===== src/rtl/spi_capture_pkg.sv =====
// spi_capture_pkg: shared FSM states, register map and slot constants for the SPI capture scheduler.
package spi_capture_pkg;
   typedef enum logic [1:0] {IDLE, WRITE_REC, WRITE_PTR, CLEAR_PTR} state_e;
   localparam logic [1:0] REG_CTRL   = 2'd0;
   localparam logic [1:0] REG_STATUS = 2'd1;
   localparam logic [1:0] REG_DROPS  = 2'd2;
   localparam logic [1:0] REG_CLEAR  = 2'd3;
   localparam int CTRL_EN        = 0;
   localparam int CTRL_SOF       = 1;
   localparam int STAT_COUNT_LSB = 8;
   localparam int STAT_FULL      = 16;
   localparam int STAT_BUSY      = 17;
   localparam int PTR_SLOT       = 0;
   localparam int FIRST_SLOT     = 1;
endpackage


===== src/rtl/spi_capture_rr_arbiter.sv =====
// spi_capture_rr_arbiter: two-way round-robin grant; last_b_q remembers whether B won the previous grant.
module spi_capture_rr_arbiter (
   input  logic clock,
   input  logic reset,
   input  logic en_i,
   input  logic req_a_i,
   input  logic req_b_i,
   output logic gnt_a_o,
   output logic gnt_b_o
);
   logic last_b_q, last_b_d;
   assign gnt_a_o  = en_i && req_a_i && (!req_b_i || last_b_q);
   assign gnt_b_o  = en_i && req_b_i && !(req_a_i && last_b_q);
   assign last_b_d = (gnt_a_o || gnt_b_o) ? gnt_b_o : last_b_q;
   always_ff @(posedge clock)
      if (reset) last_b_q <= 1'b1;
      else last_b_q <= last_b_d;
endmodule


===== src/rtl/spi_capture_scheduler.sv =====
// spi_capture_scheduler: arbitrates MOSI/MISO capture records into a slot ring and mirrors the next-slot pointer into slot 0.
module spi_capture_scheduler
   import spi_capture_pkg::*;
#(
   parameter int ADDR_W = 6,
   parameter int DATA_W = 64
) (
   input  logic              clock,
   input  logic              reset,
   input  logic              io_MOSI_Valid,
   input  logic [DATA_W-1:0] io_MOSI_Record,
   output logic              io_MOSI_Ready,
   input  logic              io_MISO_Valid,
   input  logic [DATA_W-1:0] io_MISO_Record,
   output logic              io_MISO_Ready,
   output logic              io_Mem_WriteEnable,
   output logic [ADDR_W-1:0] io_Mem_WriteAddress,
   output logic [DATA_W-1:0] io_Mem_WriteData,
   input  logic [1:0]        io_Avalon_address,
   input  logic              io_Avalon_read,
   output logic [DATA_W-1:0] io_Avalon_readdata,
   input  logic              io_Avalon_write,
   input  logic [DATA_W-1:0] io_Avalon_writedata,
   output logic              io_Avalon_waitrequest
);
   localparam logic [ADDR_W-1:0] MAX_SLOT = '1;
   localparam logic [ADDR_W-1:0] FIRST    = ADDR_W'(FIRST_SLOT);
   state_e            state_q, state_d;
   logic [ADDR_W-1:0] wptr_q, wptr_d, count_q, count_d;
   logic [31:0]       drops_q, drops_d;
   logic [1:0]        ctrl_q, ctrl_d;
   logic [DATA_W-1:0] rec_q, rec_d, status;
   logic              gnt_mosi, gnt_miso, grant, clr_req, accept, full, drop, store;
   logic              unused_bits;

   assign unused_bits = ^{io_Avalon_writedata[DATA_W-1:2], io_Avalon_read};
   assign full    = count_q == MAX_SLOT;
   assign clr_req = io_Avalon_write && io_Avalon_address == REG_CLEAR;
   // a clear is only taken in IDLE, so an in-flight record always finishes both writes first
   assign io_Avalon_waitrequest = clr_req && state_q != IDLE;
   assign accept  = state_q == IDLE && !clr_req && !reset;
   assign grant   = gnt_mosi || gnt_miso;
   assign drop    = grant && ctrl_q[CTRL_EN] && ctrl_q[CTRL_SOF] && full;
   assign store   = grant && ctrl_q[CTRL_EN] && !drop;
   assign io_MOSI_Ready = gnt_mosi;
   assign io_MISO_Ready = gnt_miso;

   spi_capture_rr_arbiter u_arb (
      .clock   (clock),
      .reset   (reset),
      .en_i    (accept),
      .req_a_i (io_MOSI_Valid),
      .req_b_i (io_MISO_Valid),
      .gnt_a_o (gnt_mosi),
      .gnt_b_o (gnt_miso)
   );

   always_ff @(posedge clock)
      if (reset) state_q <= IDLE;
      else state_q <= state_d;

   always_comb begin
      state_d = state_q == WRITE_REC ? WRITE_PTR :
                state_q != IDLE      ? IDLE :
                clr_req              ? CLEAR_PTR :
                store                ? WRITE_REC : IDLE;
   end

   always_comb begin
      io_Mem_WriteEnable  = state_q != IDLE;
      io_Mem_WriteAddress = state_q == WRITE_REC ? wptr_q : ADDR_W'(PTR_SLOT);
      io_Mem_WriteData    = state_q == WRITE_REC ? rec_q :
                            state_q == WRITE_PTR ? DATA_W'(wptr_q) :
                            state_q == CLEAR_PTR ? DATA_W'(FIRST_SLOT) : '0;
   end

   always_comb begin
      rec_d   = gnt_miso ? io_MISO_Record : gnt_mosi ? io_MOSI_Record : rec_q;
      ctrl_d  = (io_Avalon_write && io_Avalon_address == REG_CTRL) ? io_Avalon_writedata[1:0] : ctrl_q;
      wptr_d  = state_q == CLEAR_PTR ? FIRST :
                state_q == WRITE_REC ? (wptr_q == MAX_SLOT ? FIRST : wptr_q + 1'b1) : wptr_q;
      count_d = state_q == CLEAR_PTR ? '0 :
                (state_q == WRITE_REC && !full) ? count_q + 1'b1 : count_q;
      drops_d = state_q == CLEAR_PTR ? '0 :
                (drop && drops_q != '1) ? drops_q + 32'd1 : drops_q;
   end

   always_ff @(posedge clock)
      if (reset) begin
         wptr_q  <= FIRST;
         count_q <= '0;
         drops_q <= '0;
         ctrl_q  <= 2'b01;
         rec_q   <= '0;
      end else begin
         wptr_q  <= wptr_d;
         count_q <= count_d;
         drops_q <= drops_d;
         ctrl_q  <= ctrl_d;
         rec_q   <= rec_d;
      end

   always_comb begin
      status                             = '0;
      status[ADDR_W-1:0]                 = wptr_q;
      status[STAT_COUNT_LSB +: ADDR_W]   = count_q;
      status[STAT_FULL]                  = full;
      status[STAT_BUSY]                  = state_q != IDLE;
      io_Avalon_readdata = io_Avalon_address == REG_CTRL   ? DATA_W'(ctrl_q) :
                           io_Avalon_address == REG_STATUS ? status :
                           io_Avalon_address == REG_DROPS  ? DATA_W'(drops_q) : '0;
   end
endmodule


===== config.mk =====
export PLATFORM = sky130hd
export DESIGN_NAME = spi_capture_scheduler
export DESIGN_NICKNAME = d
export VERILOG_FILES = /design/src/rtl/spi_capture_pkg.sv /design/src/rtl/spi_capture_rr_arbiter.sv /design/src/rtl/spi_capture_scheduler.sv
export SDC_FILE = /design/constraint.sdc
export NUM_CORES = 1
export LEC_CHECK = 0
export BUFFER_PORTS_ARGS = -buffer_cell sky130_fd_sc_hd__buf_4
export CORE_MARGIN = 10
export CORE_UTILIZATION = 49
export DETAILED_ROUTE_END_ITERATION = 6
export PLACE_DENSITY = 0.94
export SETUP_SLACK_MARGIN = 0.5
export SYNTH_ARGS = -nofsm -noshare
export SYNTH_HDL_FRONTEND = slang
export SYNTH_SLANG_ARGS = --single-unit

===== constraint.sdc =====
create_clock -name clock -period 3.7 [get_ports clock]
set_clock_uncertainty 0.1 [all_clocks]
set_input_delay 0.74 -clock clock [delete_from_list [all_inputs] [get_ports clock]]
set_output_delay 0.74 -clock clock [all_outputs]
set_load 0.005 [all_outputs]

* Word-level counts from Yosys, hierarchy flattened
Index checks and enable logic that the tools add are counted.
** Storage, ports and cells
- Memory bits (read-only) :: 0
- Latch bits :: 0
- Logic and storage cells :: 64
- Memory bits (writable) :: 0
- Memories kept :: 0
- Input bits :: 200
- Register bits :: 113
- Output and inout port bits :: 138
** Cells by class
- Multipliers :: 0
- Reduce and logical (&&, ||, !) cells :: 30
- Mux-type cells :: 14
- Magnitude comparators :: 0
- Bitwise operators :: 0
- Shifts and indexed selects :: 0
- Equal/unequal tests :: 9
- Divide/modulo/power cells :: 0
- Add/sub/neg operators :: 3
** Operators by type and width (number)
- two-way mux 64 bit :: 3
- two-way mux 32 bit :: 3
- adder 32 x 1 -> 32 bit (second input constant) :: 1
- != test 32 bit (second input constant) :: 1
- two-way mux 6 bit :: 3
- logical AND 1 bit :: 16
- adder 6 x 1 -> 6 bit (second input constant) :: 2
- == test 6 bit (second input constant) :: 2
- == test 2 bit (second input constant) :: 4
- logical NOT 1 bit :: 6
- two-way mux 2 bit :: 3
- == test 2 x 1 -> 1 bit (second input constant) :: 2
- logical NOT 2 bit :: 2
- nonzero test 2 bit :: 2
- OR reduction 3 bit :: 1
- logical OR 1 bit :: 2
- two-way mux 1 bit :: 2
- OR reduction 2 bit :: 1

* Logic depth before layout (Yosys ltp)
Gate-level depths: netlist of run 1.
- Word-level depth :: 17
- Mapped depth :: 8
- Depth with buffers taken out :: 6

* By module
From an unflattened synthesis of run 1, not the netlist that was laid out.
** Unflattened totals
- Cells, all modules :: 806
- Area, all modules :: 6287.3 µm²
** By module, submodules not included
- spi_capture_scheduler :: cells each 798, instances 1, seq. area each 2242.2 µm², area each 6228.5 µm²
- spi_capture_rr_arbiter :: cells each 8, instances 1, seq. area each 20.0 µm², area each 58.8 µm²

* Least setup slack after synthesis of run 1
Ideal clock, no wire load.
- Kind :: input to output
- Start :: in io_Avalon_address[1]
- End :: out io_MOSI_Ready
- Required time :: 2860 ps
- Data arrival time :: 1904 ps
- Stages on the path :: 7
- Path slack :: 956 ps
- Path buffers :: 3
- Path through :: clkbuf_1 nand3_1 and2_1 nand3_1 buf_2 buf_2 inv_1
** On the way
- Longest elaborated chain between the ends :: 7
** Ends and longest elaborated chain
- start, declared :: RTL line spi_capture_scheduler.sv:19 : input logic [1:0] io_Avalon_address,
- == test 2 bit :: RTL line spi_capture_scheduler.sv:38 : assign clr_req = io_Avalon_write && io_Avalon_address == REG_CLEAR;
- logical AND 1 bit :: RTL line spi_capture_scheduler.sv:38
- logical NOT 1 bit :: RTL line spi_capture_scheduler.sv:41 : assign accept = state_q == IDLE && !clr_req && !reset;
- logical AND 1 bit (2 in a row) :: RTL line spi_capture_scheduler.sv:41
- logical AND 1 bit (2 in a row) :: RTL line spi_capture_rr_arbiter.sv:12 : assign gnt_a_o = en_i && req_a_i && (!req_b_i || last_b_q);
- end, declared :: RTL line spi_capture_scheduler.sv:12 : output logic io_MOSI_Ready,
Every way passes these cells.

* Final worst setup path of run 1
- Start :: reg state_q[0]
- End :: out io_Mem_WriteAddress[2]
** On the way
- Longest elaborated chain between the ends :: 2
** Ends and longest elaborated chain
- start, declared :: RTL line spi_capture_scheduler.sv:28 : state_e state_q, state_d;
- start signal, assigned :: RTL line spi_capture_scheduler.sv:60 : else state_q <= state_d;
- == test 2 x 1 -> 1 bit :: RTL line spi_capture_scheduler.sv:71 : io_Mem_WriteAddress = state_q == WRITE_REC ? wptr_q : ADDR_W'(PTR_SLOT);
- two-way mux 6 bit :: RTL line spi_capture_scheduler.sv:71
- end, declared :: RTL line spi_capture_scheduler.sv:17 : output logic [ADDR_W-1:0] io_Mem_WriteAddress,
Every way passes these cells.

==> parameters.txt, run 1 <==
Parameter                              Value

Floorplanning
  Die W    133 µm
  Initial core utilization    49.8%
  Core Rows    41
  Core footprint    about 13000 µm²
  Die Footprint    17800 µm²
  Die height    133 µm
  I/O Pins    338

Clock network
  TritonCTS clock tree    built
  CTS root buffer    sky130_fd_sc_hd__clkbuf_16
  Number of gates resized after CTS    0
  Inserted Clock Buffers    17
  Total setup buffers inserted after CTS    0
  Clock network latency to the later pin of the worst-skew pair    0.41 ns
  Total number of H-tree levels    4
  Buffer depth of the longest clock path    2
  CTS Hold Bufs    0
  Clk slew on worst S/H paths    0.05 ns
  Clock sink count    between 100 and 150

Synth
  Most used DFF post-synth    sky130_fd_sc_hd__dfxtp_1
  Cells after synthesis    736
  Count of flip-flops with a built-in enable after synthesis    0
  Total number of yosys warnings    0
  Synthesized area    6290 µm²
  Fraction of synthesis flops using an asynchronous set or reset pin    0%
  Sequential cell area fraction in the yosys report    36.0%
  Avg Synthesized Cell Area    8.55 µm²
  Flops & latches, synth    about 110
  Cell variety after synth    between 50 and 60

STA
  Worst hold-check slack    0.382 ns
  Final total negative setup slack    0 ns
  Fmax achieved    0.341 GHz
  RSZ-0062 raised after global routing    false
  Final setup fails    0
  Post-layout min period    2.93 ns
  Number of max-slew violations in the final report    0
  Final period utilization    79.2%
  Transition time at the pin with the least slew margin    1.04 ns
  Hold Vio Cnt, Final    0
  Worst slew margin relative to its limit    30.2%

Placement
  Gp weighted congestion    0.893
  Hpwl dp    between 15000 and 20000 µm
  Cell area reported after detailed placement    8050 µm²
  Number of input and output port buffers inserted    242

Routing
  Number of antenna-violating nets in the routed design    0
  Average wire per standard cell    18.9 µm
  # DRC    0
  Number of DRC markers after the initial detailed-route iteration    585
  Via density    ~5.5
  Vias after detailed routing    6283
  Total routed wirelength    21400 µm
  Router iterations before antenna repair    4

Global route
  Global-route usage over all layers    22.9%
  Pin count of the biggest net entering global routing    approximately 130
  First-pass GRT wire length    33200 µm
  Global route total overflow    0
  Initial antenna violation count    0
  Vias in the first global route    roughly 6100

Flow run
  Max-cap violation count    0

Hold path
  Startpoint of the most critical hold path    u_arb.last_b_q$_SDFFE_PP1N_
  Worst min-delay path category    reg2reg

Worst setup path
  Arrival time worst endpoint    2.09 ns
  Crit path max fanout    47
  Capturing element type of the critical path    primary output
  Required time of the worst setup path    2.86 ns
  Launching instance or port of the critical path    state_q[0]$_SDFF_PP0_
  Kind of start point of the critical path    flop
  Worst Path Class, Setup    reg2out
  Startpoint of the worst register-to-register path    state_q[1]$_SDFF_PP0_

Layout
  Final-stage net count    1152
  Final non-filler cell area    8640 µm²
  Most common library cell in the layout ignoring fill and taps    sky130_fd_sc_hd__buf_4
  Area growth syn-to-layout    37.4%
  Share of final-layout standard cells stronger than drive strength 1    31.7%
  Antenna cell count    0
  Leading cell types in the layout, fill and taps excluded    sky130_fd_sc_hd__buf_4 (247), sky130_fd_sc_hd__dfxtp_1 (113), sky130_fd_sc_hd__nor2_1 (87), sky130_fd_sc_hd__and2_1 (85), sky130_fd_sc_hd__mux2i_1 (72)

Pwr
  Total power divided by cell area    398 nW/µm²
  IR Drop Worst-Case VDD    0.266 mV
  Leakage    4.11 nW

Status
  Run status    finished, final reports clean
-- cell usage after synthesis, types with 13 or more instances --
cell | instances | area (µm²)
sky130_fd_sc_hd__a211oi_1 | 64 | 480
sky130_fd_sc_hd__a21oi_1 | 29 | 145
sky130_fd_sc_hd__a22o_1 | 16 | 140
sky130_fd_sc_hd__and2_1 | 85 | 532
sky130_fd_sc_hd__buf_4 | 32 | 240
sky130_fd_sc_hd__clkbuf_1 | 41 | 154
sky130_fd_sc_hd__dfxtp_1 | 113 | 2260
sky130_fd_sc_hd__mux2i_1 | 72 | 721
sky130_fd_sc_hd__nand2_1 | 25 | 93.8
sky130_fd_sc_hd__nand3_1 | 18 | 90.1
sky130_fd_sc_hd__nor2_1 | 87 | 327
sky130_fd_sc_hd__o21ai_0 | 23 | 115
sky130_fd_sc_hd__or3_2 | 13 | 97.6
-- flip-flops by register name, summed over array words and instances, names as in the netlist --
name            flops
count_q             6
ctrl_q              2
drops_q            32
rec_q              64
state_q             2
u_arb.last_b_q      1
wptr_q              6
-- stage by stage --
step	utilization, %	total power (W)	setup WS (ns)	cells
3_5_place_dp	63.8	0.00183	0.760	1101
4_1_cts	68.4	0.00344	0.605	1133
6_report	68.5	0.00344	0.769	1134
3_3_place_gp	63.8	0.00182	0.816	1101
5_1_grt	68.5	0.00357	0.635	1134
2_1_floorplan	-	0.00163	0.956	767
-- worst paths after layout --
kind	to	slack, ns	cells after the start
worst max register to register	rec_q[49]$_SDFFE_PP0N_	0.90	6
worst max-delay path	io_Mem_WriteAddress[2]	0.77	4
worst min register to register	u_arb.last_b_q$_SDFFE_PP1N_	0.38	1
worst min-delay path	u_arb.last_b_q$_SDFFE_PP1N_	0.38	1
-- area by class of cell --
| type | count | area [µm²] |
|---|---|---|
| Multi-Input combinational cell | 561 | 3660 |
| Tap cell | 172 | 215 |
| Inverter | 7 | 26.3 |
| Clock inverter | 5 | 75.1 |
| Sequential cell | 113 | 2260 |
| Timing Repair Buffer | 249 | 1890 |
| Clock buffer | 27 | 503 |
| Fill cell | 979 | 3980 |
-- metal layers --
layer  vias up  wire (µm)  track usage (%)
met5         -          0                0
met4         0        535             9.01
met3        40       2110             9.70
met2       272      10900             38.7
met1      2976       7830             24.8
li1       2995          -                -
-- worst max-delay path, cell delays in order (launching register included) --
cell                      delay (ns)
sky130_fd_sc_hd__dfxtp_1        0.61
sky130_fd_sc_hd__nor2b_4        0.46
sky130_fd_sc_hd__buf_12         0.26
sky130_fd_sc_hd__and2_1         0.20
sky130_fd_sc_hd__buf_4          0.14
-- kinds of logic after synthesis --
family,share of synthesized area (%)
and+or+nand+nor,25.4
AOI/OAI and AO/OA,17.1
DFF,36.0
buffers and inverters,8.30
muxes,11.5
xor gates and xnor gates,1.11
adders and majority gates,0.597
other,0.0596
-- report_power, final --
part           internal (W)  switching, W
combinational      0.000251      0.000231
sequential          0.00129     0.0000499
clock               0.00106      0.000555
total               0.00260      0.000836
No activity file was read; power rests on OpenSTA's default activity.
==> run 2: changes to the inputs <==
Settings changed: CORE_UTILIZATION 49 to 46, PLACE_DENSITY 0.94 to 0.9.
Clock period 3.7 ns to 2.8 ns, I/O delays scaled along.
==> parameters.txt, run 2 (same netlist as run 1, synthesis figures left out) <==
Parameter                              Value

Placement
  Gp weighted congestion    around 0.90
  Setup slack at placement    0.388 ns
  Hpwl dp    15300 µm
  Number of input and output port buffers inserted    242
  Number of placed instances with taps included    between 1000 and 1500

Worst setup path
  Kind of start point of the critical path    flop
  Worst r2r dst    drops_q[11]$_SDFFE_PP0P_
  Capturing element type of the critical path    primary output
  Critical Path End    io_Mem_WriteData[5]
  Crit path max fanout    18
  Cell depth of the worst flop-to-flop path    7
  Setup slack of the most critical reg-to-reg path    0.57 ns
  Startpoint of the worst register-to-register path    count_q[0]$_SDFFE_PP0P_
  Worst Path Class, Setup    reg2out
  Launching instance or port of the critical path    state_q[0]$_SDFF_PP0_
  Arrival time worst endpoint    roughly 1.6 ns
  Required time of the worst setup path    2.14 ns

STA
  Minimum setup slack in the final design    0.537 ns
  Worst slew margin relative to its limit    between 60% and 70%
  Final setup fails    0
  Transition time at the pin with the least slew margin    0.580 ns
  Fmax achieved    about 0.44 GHz
  Worst hold-check slack    between 0.2 and 0.25 ns
  Final period utilization    80.8%
  Final total negative setup slack    0 ns
  Post-layout min period    roughly 2.3 ns
  Hold Vio Cnt, Final    0
  RSZ-0062 raised after global routing    true
  Number of max-slew violations in the final report    0

Clock network
  Clock network latency to the later pin of the worst-skew pair    approximately 0.42 ns
  CTS root buffer    sky130_fd_sc_hd__clkbuf_16
  Clock sink count    113
  Total number of H-tree levels    4
  CTS Hold Bufs    0
  Clk slew on worst S/H paths    0.05 ns
  TritonCTS clock tree    built
  Inserted Clock Buffers    17
  Buffer depth of the longest clock path    2

Layout
  Number of filler instances in the final layout    ~1100
  Leading cell types in the layout, fill and taps excluded    sky130_fd_sc_hd__buf_4 (255), sky130_fd_sc_hd__dfxtp_1 (106), sky130_fd_sc_hd__nor2_1 (87), sky130_fd_sc_hd__and2_1 (84), sky130_fd_sc_hd__mux2i_1 (72)
  Register with the most flip-flops    rec_q
  Largest register FFs    64
  Largest registers    rec_q x64, drops_q x32
  Most common library cell in the layout ignoring fill and taps    sky130_fd_sc_hd__buf_4
  Final-stage net count    1164
  Antenna cell count    0
  Share of final-layout standard cells stronger than drive strength 1    between 30% and 40%
  Seq. cell area    2280 µm²
  Count of non-filler cells in the finished layout    1147
  Area of combinational cells with multiple inputs    3680 µm²
  Area growth syn-to-layout    40.2%

Floorplanning
  Core footprint    13300 µm²
  Die Footprint    approximately 19000 µm²
  Die height    137 µm
  Die W    137 µm
  Initial core utilization    47.3%
  Core Rows    42
  I/O Pins    338

Routing
  Router iterations before antenna repair    5
  Vias after detailed routing    6192
  Number of DRC markers after the initial detailed-route iteration    392
  Via density    about 5.4
  Average wire per standard cell    approximately 19 µm
  # DRC    0
  Number of antenna-violating nets in the routed design    0
  Total routed wirelength    21200 µm

Global route
  Vias in the first global route    6036
  Global-route usage over all layers    between 20% and 30%
  First-pass GRT wire length    31700 µm
  Initial antenna violation count    0
  Global route total overflow    0
  Pin count of the biggest net entering global routing    around 130

Pwr
  Leakage    about 4.2 nW
  Total power    approximately 0.0045 W
  IR Drop Worst-Case VDD    0.434 mV
  Total power divided by cell area    505 nW/µm²

Hold path
  Worst min-delay path category    in2reg

Status
  Run status    finished, final reports clean

Flow run
  Max-cap violation count    0
==> run 2: layout make-up <==
class	instances	area share, %
Clock inverter	6	0.653
Timing Repair Buffer	262	23.4
Inverter	7	0.298
Clock buffer	23	5.54
Tap cell	176	2.50
Multi-Input combinational cell	560	41.8
Sequential cell	113	25.8
==> run 2: what timing repair did <==
action,CTS,global route
pin swaps,1,0
gates cloned,0,3
endpoints found under the setup margin,74,91
resized for setup,8,13
setup buffers,1,5
==> run 2: power by group <==
group / switching [W] / internal, W
logic: 0.000318 / 0.000367
clock network: 0.000715 / 0.00129
registers: 0.0000582 / 0.00171
total: 0.00109 / 0.00336
==> run 2: stage by stage <==
stage	instance area (µm²)	utilization [%]
final	8820	66.3
after global routing	8820	66.3
after global placement	8100	60.9
after CTS	8670	65.2
after detailed placement	8100	60.9
after floorplan	6410	-
==> run 2: worst max-delay path: stages, from the launching register on <==
cell and delay (ns):
sky130_fd_sc_hd__dfxtp_4 0.36, sky130_fd_sc_hd__nor2b_4 0.14, sky130_fd_sc_hd__buf_4 0.14, sky130_fd_sc_hd__clkbuf_16 0.17, sky130_fd_sc_hd__a22o_1 0.23, sky130_fd_sc_hd__buf_4 0.14
==> run 2: layer usage <==
| layer | global-route usage, % | share of wire (%) |
|---|---|---|
| met1 | 22.5 | 37 |
| met2 | 36.0 | 50 |
| met3 | 10.4 | 10 |
| met4 | 6.56 | 2.5 |
| met5 | 0 | 0 |
==> run 2: how the worst min path moves through the flow <==
stage	slack [ns]	start	endpoint	depth (start not counted)
after floorplan	0.35	u_arb.last_b_q$_SDFFE_PP1N_	u_arb.last_b_q$_SDFFE_PP1N_	1
after global placement	0.36	u_arb.last_b_q$_SDFFE_PP1N_	u_arb.last_b_q$_SDFFE_PP1N_	1
after detailed placement	0.37	u_arb.last_b_q$_SDFFE_PP1N_	u_arb.last_b_q$_SDFFE_PP1N_	1
after CTS	0.24	io_Avalon_writedata[0]	ctrl_q[0]$_SDFFE_PP1P_	2
after global routing	0.25	io_Avalon_writedata[0]	ctrl_q[0]$_SDFFE_PP1P_	2
final	0.25	io_Avalon_writedata[0]	ctrl_q[0]$_SDFFE_PP1P_	2
==> run 3: changes to the inputs <==
Settings changed: CORE_UTILIZATION 46 to 41, PLACE_DENSITY 0.9 to 0.85.
Clock period 2.8 ns to 2 ns, I/O delays scaled along.
==> parameters.txt, run 3 (same netlist as run 1, synthesis figures left out) <==
Parameter                              Value

Floorplanning
  Die Footprint    ~21000 µm²
  Core Rows    45
  Die height    144 µm
  Core footprint    15100 µm²
  Die W    144 µm
  I/O Pins    338
  Initial core utilization    41.5%

STA
  Worst hold-check slack    0.0788 ns
  Final total negative setup slack    -21.31 ns
  Transition time at the pin with the least slew margin    0.609 ns
  Final period utilization    132%
  Number of max-slew violations in the final report    0
  Minimum setup slack in the final design    -0.644 ns
  Worst slew margin relative to its limit    a little under 60%
  Post-layout min period    2.64 ns
  Fmax achieved    0.378 GHz
  Hold Vio Cnt, Final    0
  Final setup fails    roughly 110
  RSZ-0062 raised after global routing    true

Global route
  Global-route usage over all layers    ~28%
  Vias in the first global route    7715
  Pin count of the biggest net entering global routing    49
  Global route total overflow    0
  Initial antenna violation count    0
  First-pass GRT wire length    45300 µm

Worst setup path
  Crit path max fanout    3
  Worst Path Class, Setup    reg2reg
  Startpoint of the worst register-to-register path    count_q[1]$_SDFFE_PP0P_
  Max stage delay on crit path    slightly below 0.6 ns
  Capturing element type of the critical path    flop
  Crit path max-delay cell type    sky130_fd_sc_hd__mux2i_1
  Kind of start point of the critical path    flop
  Cell depth of the worst flop-to-flop path    9
  Required time of the worst setup path    2.16 ns
  Cell with the most instances on the worst path    sky130_fd_sc_hd__buf_6
  Setup slack of the most critical reg-to-reg path    -0.64 ns
  Arrival time worst endpoint    approximately 2.8 ns
  Sequence of cells on the critical path    ha_4 -> and4_4 -> and3_4 -> buf_6 -> buf_6 -> nand4_1 -> buf_4 -> nor4b_4 -> mux2i_1
  Worst r2r dst    drops_q[23]$_SDFFE_PP0P_

Clock network
  Clk slew on worst S/H paths    0.06 ns
  Total number of H-tree levels    4
  CTS Hold Bufs    0
  Clock sink count    113
  Buffer depth of the longest clock path    2
  Clock network latency to the later pin of the worst-skew pair    0.43 ns
  Inserted Clock Buffers    17
  CTS root buffer    sky130_fd_sc_hd__clkbuf_16
  TritonCTS clock tree    built

Status
  Failing checks    DRC, setup timing
  Run status    finished, violations left

Hold path
  Worst min-delay path category    in2reg
  Capture endpoint of the worst hold path    ctrl_q[0]$_SDFFE_PP1P_
  Number of cells on the worst hold path    2
  Startpoint of the most critical hold path    io_Avalon_writedata[0]

Layout
  Area growth syn-to-layout    106%
  Final core utilization    85.7%
  Antenna cell count    0
  Register with the most flip-flops    rec_q
  Share of final-layout standard cells stronger than drive strength 1    a little over two thirds
  Final-stage net count    1315
  Most common library cell in the layout ignoring fill and taps    sky130_fd_sc_hd__buf_4
  Final non-filler cell area    about 13000 µm²
  Area of combinational cells with multiple inputs    a little over 5000 µm²
  Largest register FFs    64
  Largest registers    rec_q x64, drops_q x32
  Seq. cell area    2300 µm²
  Number of filler instances in the final layout    slightly below 700
  Leading cell types in the layout, fill and taps excluded    sky130_fd_sc_hd__buf_4 (229), sky130_fd_sc_hd__buf_6 (117), sky130_fd_sc_hd__dfxtp_1 (92), sky130_fd_sc_hd__and2_4 (82), sky130_fd_sc_hd__a211oi_2 (62)

Routing
  Via density    ~6.3
  Number of antenna-violating nets in the routed design    0
  Total routed wirelength    37000 µm
  Router iterations before antenna repair    7
  # DRC    5
  Vias after detailed routing    roughly 8000
  Number of DRC markers after the initial detailed-route iteration    952
  Average wire per standard cell    between 20 and 30 µm

Placement
  Gp weighted congestion    approximately 0.90
  Number of input and output port buffers inserted    ~240
  Setup slack at placement    -0.0322 ns
  Cell area reported after detailed placement    8920 µm²
  Hpwl dp    16400 µm

Pwr
  Total power divided by cell area    between 500 and 600 nW/µm²
  IR Drop Worst-Case VDD    0.680 mV
  Leakage    between 5 and 6 nW

Flow run
  Max-cap violation count    0
run 3: changes by cell type in the layout (fill, tap and decap cells not counted), moves of 33 or more:
cell / delta
sky130_fd_sc_hd__and2_4: +81
sky130_fd_sc_hd__buf_16: +33
sky130_fd_sc_hd__a211oi_1: -63
sky130_fd_sc_hd__nor2_4: +58
sky130_fd_sc_hd__buf_6: +117
sky130_fd_sc_hd__nor2_1: -65
sky130_fd_sc_hd__and2_1: -81
sky130_fd_sc_hd__a211oi_2: +62
run 3: how the worst max path moves through the flow:
stage | to | cells past startpoint | start
6_report | drops_q[23]$_SDFFE_PP0P_ | 9 | count_q[1]$_SDFFE_PP0P_
5_1_grt | drops_q[23]$_SDFFE_PP0P_ | 6 | drops_q[2]$_SDFFE_PP0P_
4_1_cts | io_Mem_WriteData[2] | 6 | state_q[0]$_SDFF_PP0_
3_5_place_dp | drops_q[26]$_SDFFE_PP0P_ | 8 | reset
3_3_place_gp | drops_q[18]$_SDFFE_PP0P_ | 8 | reset
2_1_floorplan | drops_q[1]$_SDFFE_PP0P_ | 7 | drops_q[31]$_SDFFE_PP0P_
run 3: metrics by stage:
step	instances	total power [W]
after detailed placement	1178	0.00354
final	1313	0.00776
after global placement	1178	0.00351
after global routing	1313	0.00791
after floorplan	767	0.00317
after CTS	1277	0.00725
run 3: area by class of cell:
cell class / count / area share [%]
Multi-Input combinational cell: 560 / 39.9
Timing Repair Buffer: 413 / 35.6
Inverter: 7 / 0.222
Tap cell: 188 / 1.81
Clock buffer: 21 / 3.55
Clock inverter: 11 / 1.23
Sequential cell: 113 / 17.7
run 3: what timing repair did:
action	in CTS	in global routing
pin swaps	77	56
setup endpoints to repair	214	217
setup buffers	36	30
resized for setup	289	229
gates cloned	31	6
run 3: where the power goes:
group          total [W]  leakage [nW]  internal (W)  switching (W)
logic            0.00197          4.51       0.00108       0.000890
registers        0.00250         0.933       0.00238       0.000118
clock network    0.00329         0.303       0.00214        0.00115
run 3: layer usage:
| metal | GRT usage (%) | part of all wire (%) | vias up |
|---|---|---|---|
| li1 | - | - | 3347 |
| met1 | 31.7 | 34 | 3924 |
| met2 | 48.1 | 48 | 695 |
| met3 | 8.38 | 10 | 273 |
| met4 | 13.9 | 8.1 | 0 |
| met5 | 0 | 0 | - |
run 3: worst max-delay path, delay by kind of cell, from the launching register on:
kind | cells | cell delay [ns]
flip-flops | 1 | 0.35
adder cells (fa/ha/maj) | 1 | 0.14
AND/OR/NAND/NOR | 4 | 0.88
buffers and inverters | 3 | 0.42
multiplexers | 1 | 0.58
